### config.mk
export PLATFORM = sky130hd
export DESIGN_NAME = byte_order_stream_ctrl_flat
export DESIGN_NICKNAME = d
export VERILOG_FILES = /design/src/rtl/byte_order_stream_ctrl_if.sv /design/src/rtl/byte_order_stream_ctrl.sv /design/src/flat_wrapper.sv
export SDC_FILE = /design/constraint.sdc
export NUM_CORES = 1
export LEC_CHECK = 0
export ABC_AREA = 0
export BUFFER_PORTS_ARGS = -buffer_cell sky130_fd_sc_hd__buf_2
export CAP_MARGIN = 40
export CELL_PAD_IN_SITES_DETAIL_PLACEMENT = 1
export CELL_PAD_IN_SITES_GLOBAL_PLACEMENT = 2
export CORE_ASPECT_RATIO = 1.4
export CORE_MARGIN = 2
export CORE_UTILIZATION = 36
export DETAILED_ROUTE_END_ITERATION = 6
export GPL_TIMING_DRIVEN = 0
export PLACE_DENSITY = 0.87
export SYNTH_ARGS = -nofsm -noshare
export SYNTH_HDL_FRONTEND = slang
export SYNTH_SLANG_ARGS = --single-unit
### constraint.sdc
create_clock -name clk -period 3.8 [get_ports clk]
set_input_delay 0.38 -clock clk [delete_from_list [all_inputs] [get_ports clk]]
set_output_delay 0.38 -clock clk [all_outputs]
set_load 0.05 [all_outputs]
### src/rtl/byte_order_stream_ctrl_if.sv
// Stream-side bus of byte_order_stream_ctrl: upstream read-FIFO port and
// downstream write-FIFO port. The controller uses the master view, the FIFO
// environment uses the slave view.
interface byte_order_stream_ctrl_if;
    logic        in_empty;
    logic        in_rd_en;
    logic [31:0] in_data;
    logic        out_full;
    logic        out_wr_en;
    logic [31:0] out_data;

    modport master (
        input  in_empty,
        input  in_data,
        input  out_full,
        output in_rd_en,
        output out_wr_en,
        output out_data
    );

    modport slave (
        output in_empty,
        output in_data,
        output out_full,
        input  in_rd_en,
        input  out_wr_en,
        input  out_data
    );
endinterface

### src/rtl/byte_order_stream_ctrl.sv
// Bounded word mover from an upstream read FIFO to a downstream write FIFO.
// Each captured word is byte-reordered according to the mode latched at
// start. A 2-entry buffer covers the one-cycle read latency of the upstream
// FIFO so downstream back-pressure can never cause an overflow.
module byte_order_stream_ctrl #(
    parameter int LEN_W = 16
) (
    input  logic                          clk,
    input  logic                          rst_n,
    input  logic                          start_i,
    input  logic                          abort_i,
    input  logic [1:0]                    cfg_mode_i,
    input  logic [LEN_W-1:0]              cfg_len_i,
    output logic                          busy_o,
    output logic                          done_o,
    output logic                          aborted_o,
    output logic [LEN_W-1:0]              word_cnt_o,
    byte_order_stream_ctrl_if.master      bus
);

    typedef enum logic [1:0] {
        ST_IDLE  = 2'd0,
        ST_RUN   = 2'd1,
        ST_DRAIN = 2'd2
    } state_t;

    // Input word is [B3 B2 B1 B0] with B3 in bits 31:24.
    function automatic logic [31:0] order_bytes(input logic [31:0] w, input logic [1:0] m);
        logic [31:0] r;
        case (m)
            2'b00:   r = w;
            2'b01:   r = {w[7:0], w[15:8], w[23:16], w[31:24]};
            2'b10:   r = {w[23:16], w[31:24], w[7:0], w[15:8]};
            2'b11:   r = {w[15:0], w[31:16]};
            default: r = w;
        endcase
        return r;
    endfunction

    state_t            state_q, state_d;
    logic [1:0]        mode_q, mode_d;
    logic [LEN_W-1:0]  len_q, len_d;
    logic [LEN_W-1:0]  issued_q, issued_d;
    logic [LEN_W-1:0]  word_cnt_q, word_cnt_d;
    logic              inflight_q, inflight_d;
    logic [31:0]       buf0_q, buf0_d;
    logic [31:0]       buf1_q, buf1_d;
    logic [1:0]        cnt_q, cnt_d;
    logic              done_q, done_d;
    logic              aborted_q, aborted_d;

    logic              active_s;
    logic              clear_s;
    logic              rd_en_s;
    logic              wr_en_s;
    logic              push_s;
    logic [31:0]       cap_s;

    assign active_s = (state_q != ST_IDLE);
    assign clear_s  = active_s && abort_i;
    // Occupancy counts the word still in flight so the buffer can never overflow.
    assign rd_en_s  = (state_q == ST_RUN) && !bus.in_empty && !abort_i &&
                      (issued_q < len_q) &&
                      (({1'b0, cnt_q} + {2'b00, inflight_q}) < 3'd2);
    assign wr_en_s  = (cnt_q != 2'd0) && !bus.out_full && !abort_i;
    assign push_s   = inflight_q && !abort_i;
    assign cap_s    = order_bytes(bus.in_data, mode_q);

    assign bus.in_rd_en  = rd_en_s;
    assign bus.out_wr_en = wr_en_s;
    assign bus.out_data  = buf0_q;
    assign busy_o        = active_s;
    assign done_o        = done_q;
    assign aborted_o     = aborted_q;
    assign word_cnt_o    = word_cnt_q;

    // Two-entry buffer next state: buf0 is always the head.
    always_comb begin
        buf0_d = buf0_q;
        buf1_d = buf1_q;
        cnt_d  = cnt_q;
        if (clear_s) begin
            buf0_d = 32'h0000_0000;
            buf1_d = 32'h0000_0000;
            cnt_d  = 2'd0;
        end else begin
            case ({push_s, wr_en_s})
                2'b10: begin
                    if (cnt_q == 2'd0) begin
                        buf0_d = cap_s;
                    end else begin
                        buf1_d = cap_s;
                    end
                    cnt_d = cnt_q + 2'd1;
                end
                2'b01: begin
                    buf0_d = buf1_q;
                    cnt_d  = cnt_q - 2'd1;
                end
                2'b11: begin
                    if (cnt_q == 2'd1) begin
                        buf0_d = cap_s;
                    end else begin
                        buf0_d = buf1_q;
                        buf1_d = cap_s;
                    end
                end
                default: begin
                    cnt_d = cnt_q;
                end
            endcase
        end
    end

    // Control FSM next state, counters and completion pulses.
    always_comb begin
        state_d    = state_q;
        mode_d     = mode_q;
        len_d      = len_q;
        issued_d   = issued_q;
        word_cnt_d = word_cnt_q;
        inflight_d = rd_en_s;
        done_d     = 1'b0;
        aborted_d  = 1'b0;
        if (rd_en_s) begin
            issued_d = issued_q + LEN_W'(1);
        end else begin
            issued_d = issued_q;
        end
        if (wr_en_s) begin
            word_cnt_d = word_cnt_q + LEN_W'(1);
        end else begin
            word_cnt_d = word_cnt_q;
        end
        case (state_q)
            ST_IDLE: begin
                if (start_i && !abort_i) begin
                    mode_d     = cfg_mode_i;
                    len_d      = cfg_len_i;
                    word_cnt_d = {LEN_W{1'b0}};
                    issued_d   = {LEN_W{1'b0}};
                    if (cfg_len_i != {LEN_W{1'b0}}) begin
                        state_d = ST_RUN;
                    end else begin
                        done_d = 1'b1;
                    end
                end else begin
                    state_d = ST_IDLE;
                end
            end
            ST_RUN: begin
                if (abort_i) begin
                    state_d   = ST_IDLE;
                    aborted_d = 1'b1;
                end else if (issued_d == len_q) begin
                    state_d = ST_DRAIN;
                end else begin
                    state_d = ST_RUN;
                end
            end
            ST_DRAIN: begin
                if (abort_i) begin
                    state_d   = ST_IDLE;
                    aborted_d = 1'b1;
                end else if (!inflight_q && (cnt_d == 2'd0)) begin
                    state_d = ST_IDLE;
                    done_d  = 1'b1;
                end else begin
                    state_d = ST_DRAIN;
                end
            end
            default: begin
                state_d = ST_IDLE;
            end
        endcase
    end

    // State and datapath registers.
    always_ff @(posedge clk or negedge rst_n) begin
        if (!rst_n) begin
            state_q    <= ST_IDLE;
            mode_q     <= 2'b00;
            len_q      <= {LEN_W{1'b0}};
            issued_q   <= {LEN_W{1'b0}};
            word_cnt_q <= {LEN_W{1'b0}};
            inflight_q <= 1'b0;
            buf0_q     <= 32'h0000_0000;
            buf1_q     <= 32'h0000_0000;
            cnt_q      <= 2'd0;
            done_q     <= 1'b0;
            aborted_q  <= 1'b0;
        end else begin
            state_q    <= state_d;
            mode_q     <= mode_d;
            len_q      <= len_d;
            issued_q   <= issued_d;
            word_cnt_q <= word_cnt_d;
            inflight_q <= inflight_d;
            buf0_q     <= buf0_d;
            buf1_q     <= buf1_d;
            cnt_q      <= cnt_d;
            done_q     <= done_d;
            aborted_q  <= aborted_d;
        end
    end

endmodule

### src/flat_wrapper.sv
// flat-port wrapper written by rule: the top's interface ports become plain ports
module byte_order_stream_ctrl_flat 
#(
    parameter int LEN_W = 16
)
  (clk, rst_n, start_i, abort_i, cfg_mode_i, cfg_len_i, busy_o, done_o, aborted_o, word_cnt_o, bus_in_empty, bus_in_data, bus_out_full, bus_in_rd_en, bus_out_wr_en, bus_out_data);
  byte_order_stream_ctrl_if bus_i ();
  input  logic clk;
  input  logic rst_n;
  input  logic start_i;
  input  logic abort_i;
  input  logic [1:0] cfg_mode_i;
  input  logic [LEN_W-1:0] cfg_len_i;
  output logic busy_o;
  output logic done_o;
  output logic aborted_o;
  output logic [LEN_W-1:0] word_cnt_o;
  input wire logic [$bits(bus_i.in_empty)-1:0] bus_in_empty;
  input wire logic [$bits(bus_i.in_data)-1:0] bus_in_data;
  input wire logic [$bits(bus_i.out_full)-1:0] bus_out_full;
  output wire logic [$bits(bus_i.in_rd_en)-1:0] bus_in_rd_en;
  output wire logic [$bits(bus_i.out_wr_en)-1:0] bus_out_wr_en;
  output wire logic [$bits(bus_i.out_data)-1:0] bus_out_data;
  assign bus_i.in_empty = bus_in_empty;
  assign bus_i.in_data = bus_in_data;
  assign bus_i.out_full = bus_out_full;
  assign bus_in_rd_en = bus_i.in_rd_en;
  assign bus_out_wr_en = bus_i.out_wr_en;
  assign bus_out_data = bus_i.out_data;
  byte_order_stream_ctrl #(.LEN_W(LEN_W)) u_core (.clk(clk), .rst_n(rst_n), .start_i(start_i), .abort_i(abort_i), .cfg_mode_i(cfg_mode_i), .cfg_len_i(cfg_len_i), .busy_o(busy_o), .done_o(done_o), .aborted_o(aborted_o), .word_cnt_o(word_cnt_o), .bus(bus_i));
endmodule
==> run metrics <==
outcome=complete, but fails checks; failing checks=design-rule violations; gpl congestion=0.913; crit path DAT=4000 ps; Die Height=178 um; DRC=7; WL per Instance=21.6 um; adder-cell share of the synthesized area=0.0417; CTS Buffer Depth=2; Gate Count Post-Synth=853; clock network power share=0.287; complex-gate fraction of the synthesized area=0.161; startpoint class of the critical path=flip-flop; Hold Path End=u_core.len_q[13]$_DFFE_PN0P_; hold path depth=3; max-cap viol count=0; VDD IR max=316 uV; via count=7388; largest net degree at the start of global routing=70; CP top delay family=compound AO/OA/AOI/OAI gates; number of I/O pins=109; drt pass-1 iters=7; vias in the first global route=7855; post-synth net total=935; slowest stage delay, CP=560 ps; max_slew headroom=0.446; Comb pwr share=0.396; switching share of power=0.421; Die ar.=0.0229 mm^2; worst hold start=cfg_len_i[13]; Pins Over Slew Limit=0; FF-to-FF path depth=10; row count=63; CP max FO=6; syn_area_per_cell=9.14 um^2; ys flop type=dfrtp_1; global route total overflow=0; Finished Cell Area=0.00933 mm^2; r2r setup slk=160 ps; sw power=2310 uW; RR Startpoint=u_core.issued_q[13]$_DFF_PN0_; fmax=0.275 GHz; Yosys warnings=0; DRT iter0 DRCs=578; fraction of layout cells with a size suffix above 1=0.213; Post-Synthesis Cell Area=0.00780 mm^2; crit share post-route=0.958; placed cell area=0.00871 mm^2; XOR/XNOR Fraction of Synth Area=0.0491; final setup fails=0; largest family of logic cells by synthesized area=simple AND/OR/NAND/NOR gates; core footprint=0.0212 mm^2; min Tclk post-route=3640 ps; Post-synth EDFFs=0; cell mode on critical path=a211o_1; crit-path cells=ha_1 > a21oi_1 > o2111ai_1 > a211o_1 > nor4b_2 > xnor2_1 > a2111oi_2 > nand4_1 > nor3_2 > a211o_1; number of CTS-inserted buffers=17; Clock Sinks=121; post-synthesis sequential area ratio=0.388; hold crit path type=in2reg; worst-margin pin slew=828 ps; CTS tree=done; Buf+Inv Stages, Crit Path=0; Total Wirelength=27200 um; reg2reg end=u_core.state_q[1]$_DFFE_PN0P_; GRT Util Overall=0.245; Tot Pwr=5480 uW; library cells used by synthesis=61; Root Driver=clkbuf_16; Int Power=3170 uW; Post-synth ARST share=1.00; PortBufs=108; RSZ-0062 raised after global routing=true; critical path's slowest cell=nor4b_2; #FFs+latches synth=121; clock skew=13.5 ps; P_leak=0.00405 uW; clock latency on the worst-skew pair=420 ps; DR vias/cell=5.87; post-route ant nets=0; critical path class=reg2reg; Die W=128 um; final hold violation count=0; Layout Nets=1067; Reg clk slew, reported paths=60 ps; post-synthesis simple-gate area fraction=0.216; initial antenna violation count=1; PwrDens=587 mW/mm^2; DP Wirelength=20500 um; first-pass GRT wire length=43300 um; htree depth=4; sequential share of power=0.317; CP endpoint kind=flip-flop; multiplexer area fraction after synthesis=0.0951; Worst EP required=4160 ps; Layout area overhead=19.7%; Initial Util=0.368
[sequential cells by signal, indices dropped and copies added, names as in the netlist]
signal               count
u_core.issued_q         16
u_core.buf1_q           32
u_core.bus.out_data     32
u_core.len_q            16
u_core.inflight_q        1
u_core.aborted_o         1
u_core.done_o            1
u_core.mode_q            2
u_core.state_q           2
u_core.cnt_q             2
u_core.word_cnt_o       16
[per-layer routing]
| layer | GRT usage | vias up | share of wire |
|---|---|---|---|
| met4 | 0.116 | 0 | 0.040 |
| met1 | 0.284 | 3689 | 0.39 |
| met2 | 0.440 | 254 | 0.53 |
| met5 | 0 | - | 0 |
| met3 | 0.0360 | 60 | 0.046 |
| li1 | - | 3385 | - |
[worst max path at each step]
stage	depth (start not counted)	from	slack [ps]	end
6_report	10	u_core.issued_q[13]$_DFF_PN0_	160	u_core.state_q[1]$_DFFE_PN0P_
3_3_place_gp	13	u_core.cnt_q[0]$_DFF_PN0_	-930	u_core.bus.out_data[29]$_DFFE_PN0P_
5_1_grt	13	u_core.cnt_q[0]$_DFF_PN0_	-10	u_core.bus.out_data[3]$_DFFE_PN0P_
4_1_cts	14	u_core.cnt_q[0]$_DFF_PN0_	60	u_core.buf1_q[14]$_DFFE_PN0P_
2_1_floorplan	13	u_core.cnt_q[0]$_DFF_PN0_	180	u_core.bus.out_data[10]$_DFFE_PN0P_
3_5_place_dp	14	u_core.cnt_q[0]$_DFF_PN0_	-680	u_core.bus.out_data[8]$_DFFE_PN0P_
[metrics by stage]
step                      setup WS (ps)  setup TNS (ps)  hold WS [ps]  cells   util
after floorplan                     178               0          84.4    853      -
after global placement             -927          -40680           504   1221  0.409
after detailed placement           -679          -32330           377   1223  0.411
after CTS                          57.9               0           180   1256  0.438
after global routing              -10.1           -23.6           215   1259  0.440
final                               158               0           181   1259  0.440
[Yosys cell counts, drive strengths merged, types with 13 or more instances]
cell      n  area (um^2)
ha       26          325
xnor2    25          219
a21oi    18         90.1
nand4    13         81.3
nor2     75          282
clkbuf   57          214
nand2   148          556
inv      32          120
nand3    79          395
a222oi   32          320
o21ai    54          270
dfrtp   121         3030
mux4     32          721
a211oi   35          263
nor4     14          109
[area by class of cell]
type / count / area, um^2
Tap cell: 260 / 325
Fill cell: 2479 / 11900
Timing Repair Buffer: 113 / 607
Sequential cell: 121 / 3030
Clock inverter: 14 / 124
Antenna cell: 1 / 2.50
Buffer: 68 / 282
Multi-Input combinational cell: 632 / 4410
Inverter: 32 / 120
Clock buffer: 18 / 439
[power groups by stage]
stage / clock network, uW / registers (uW) / logic [uW]
after floorplan: 0 / 2310 / 982
after global placement: 0 / 1750 / 2120
after detailed placement: 0 / 1760 / 2160
after CTS: 1600 / 1740 / 2170
after global routing: 1650 / 1770 / 2340
final: 1570 / 1740 / 2170
[tightest hold or removal path, delay by kind of cell]
family          cells  cell delay, ps
simple gates        1              40
buf+inv             1              90
compound gates      1              60
[kinds of logic (layout without fill, tap and decap cells)]
family                   Yosys count  in the layout
AO/OA/AOI/OAI                    169            169
XOR/XNOR                          39             39
adder cells (fa/ha/maj)           26             26
buffers and inverters            100            245
flip-flops                       121            121
multiplexers                      34             34
other                              0              1
AND/OR/NAND/NOR                  364            364
[cells in the final DEF, fill, tap and decap left out, types with 8 or more instances in the layout]
master / n
a211oi_1: 35
a21oi_1: 17
a222oi_1: 32
buf_1: 8
buf_2: 112
clkbuf_1: 43
clkbuf_16: 17
clkbuf_2: 10
dfrtp_1: 121
ha_1: 26
inv_1: 32
mux4_2: 32
nand2_1: 148
nand3_1: 79
nand4_1: 13
nor2_1: 75
nor4_1: 11
o21ai_0: 54
xnor2_1: 25
xor2_1: 11
[what timing repair did]
| item | in CTS | in global routing |
|---|---|---|
| pin swaps | 0 | 1 |
| endpoints found under the hold margin | 52 | 0 |
| hold buffers | 1 | 0 |
| gates cloned | 0 | 0 |
| gates resized for setup | 10 | 18 |
| setup endpoints to repair | 66 | 64 |
| buffers inserted | 0 | 2 |
Power figures use the tool's default switching activity.
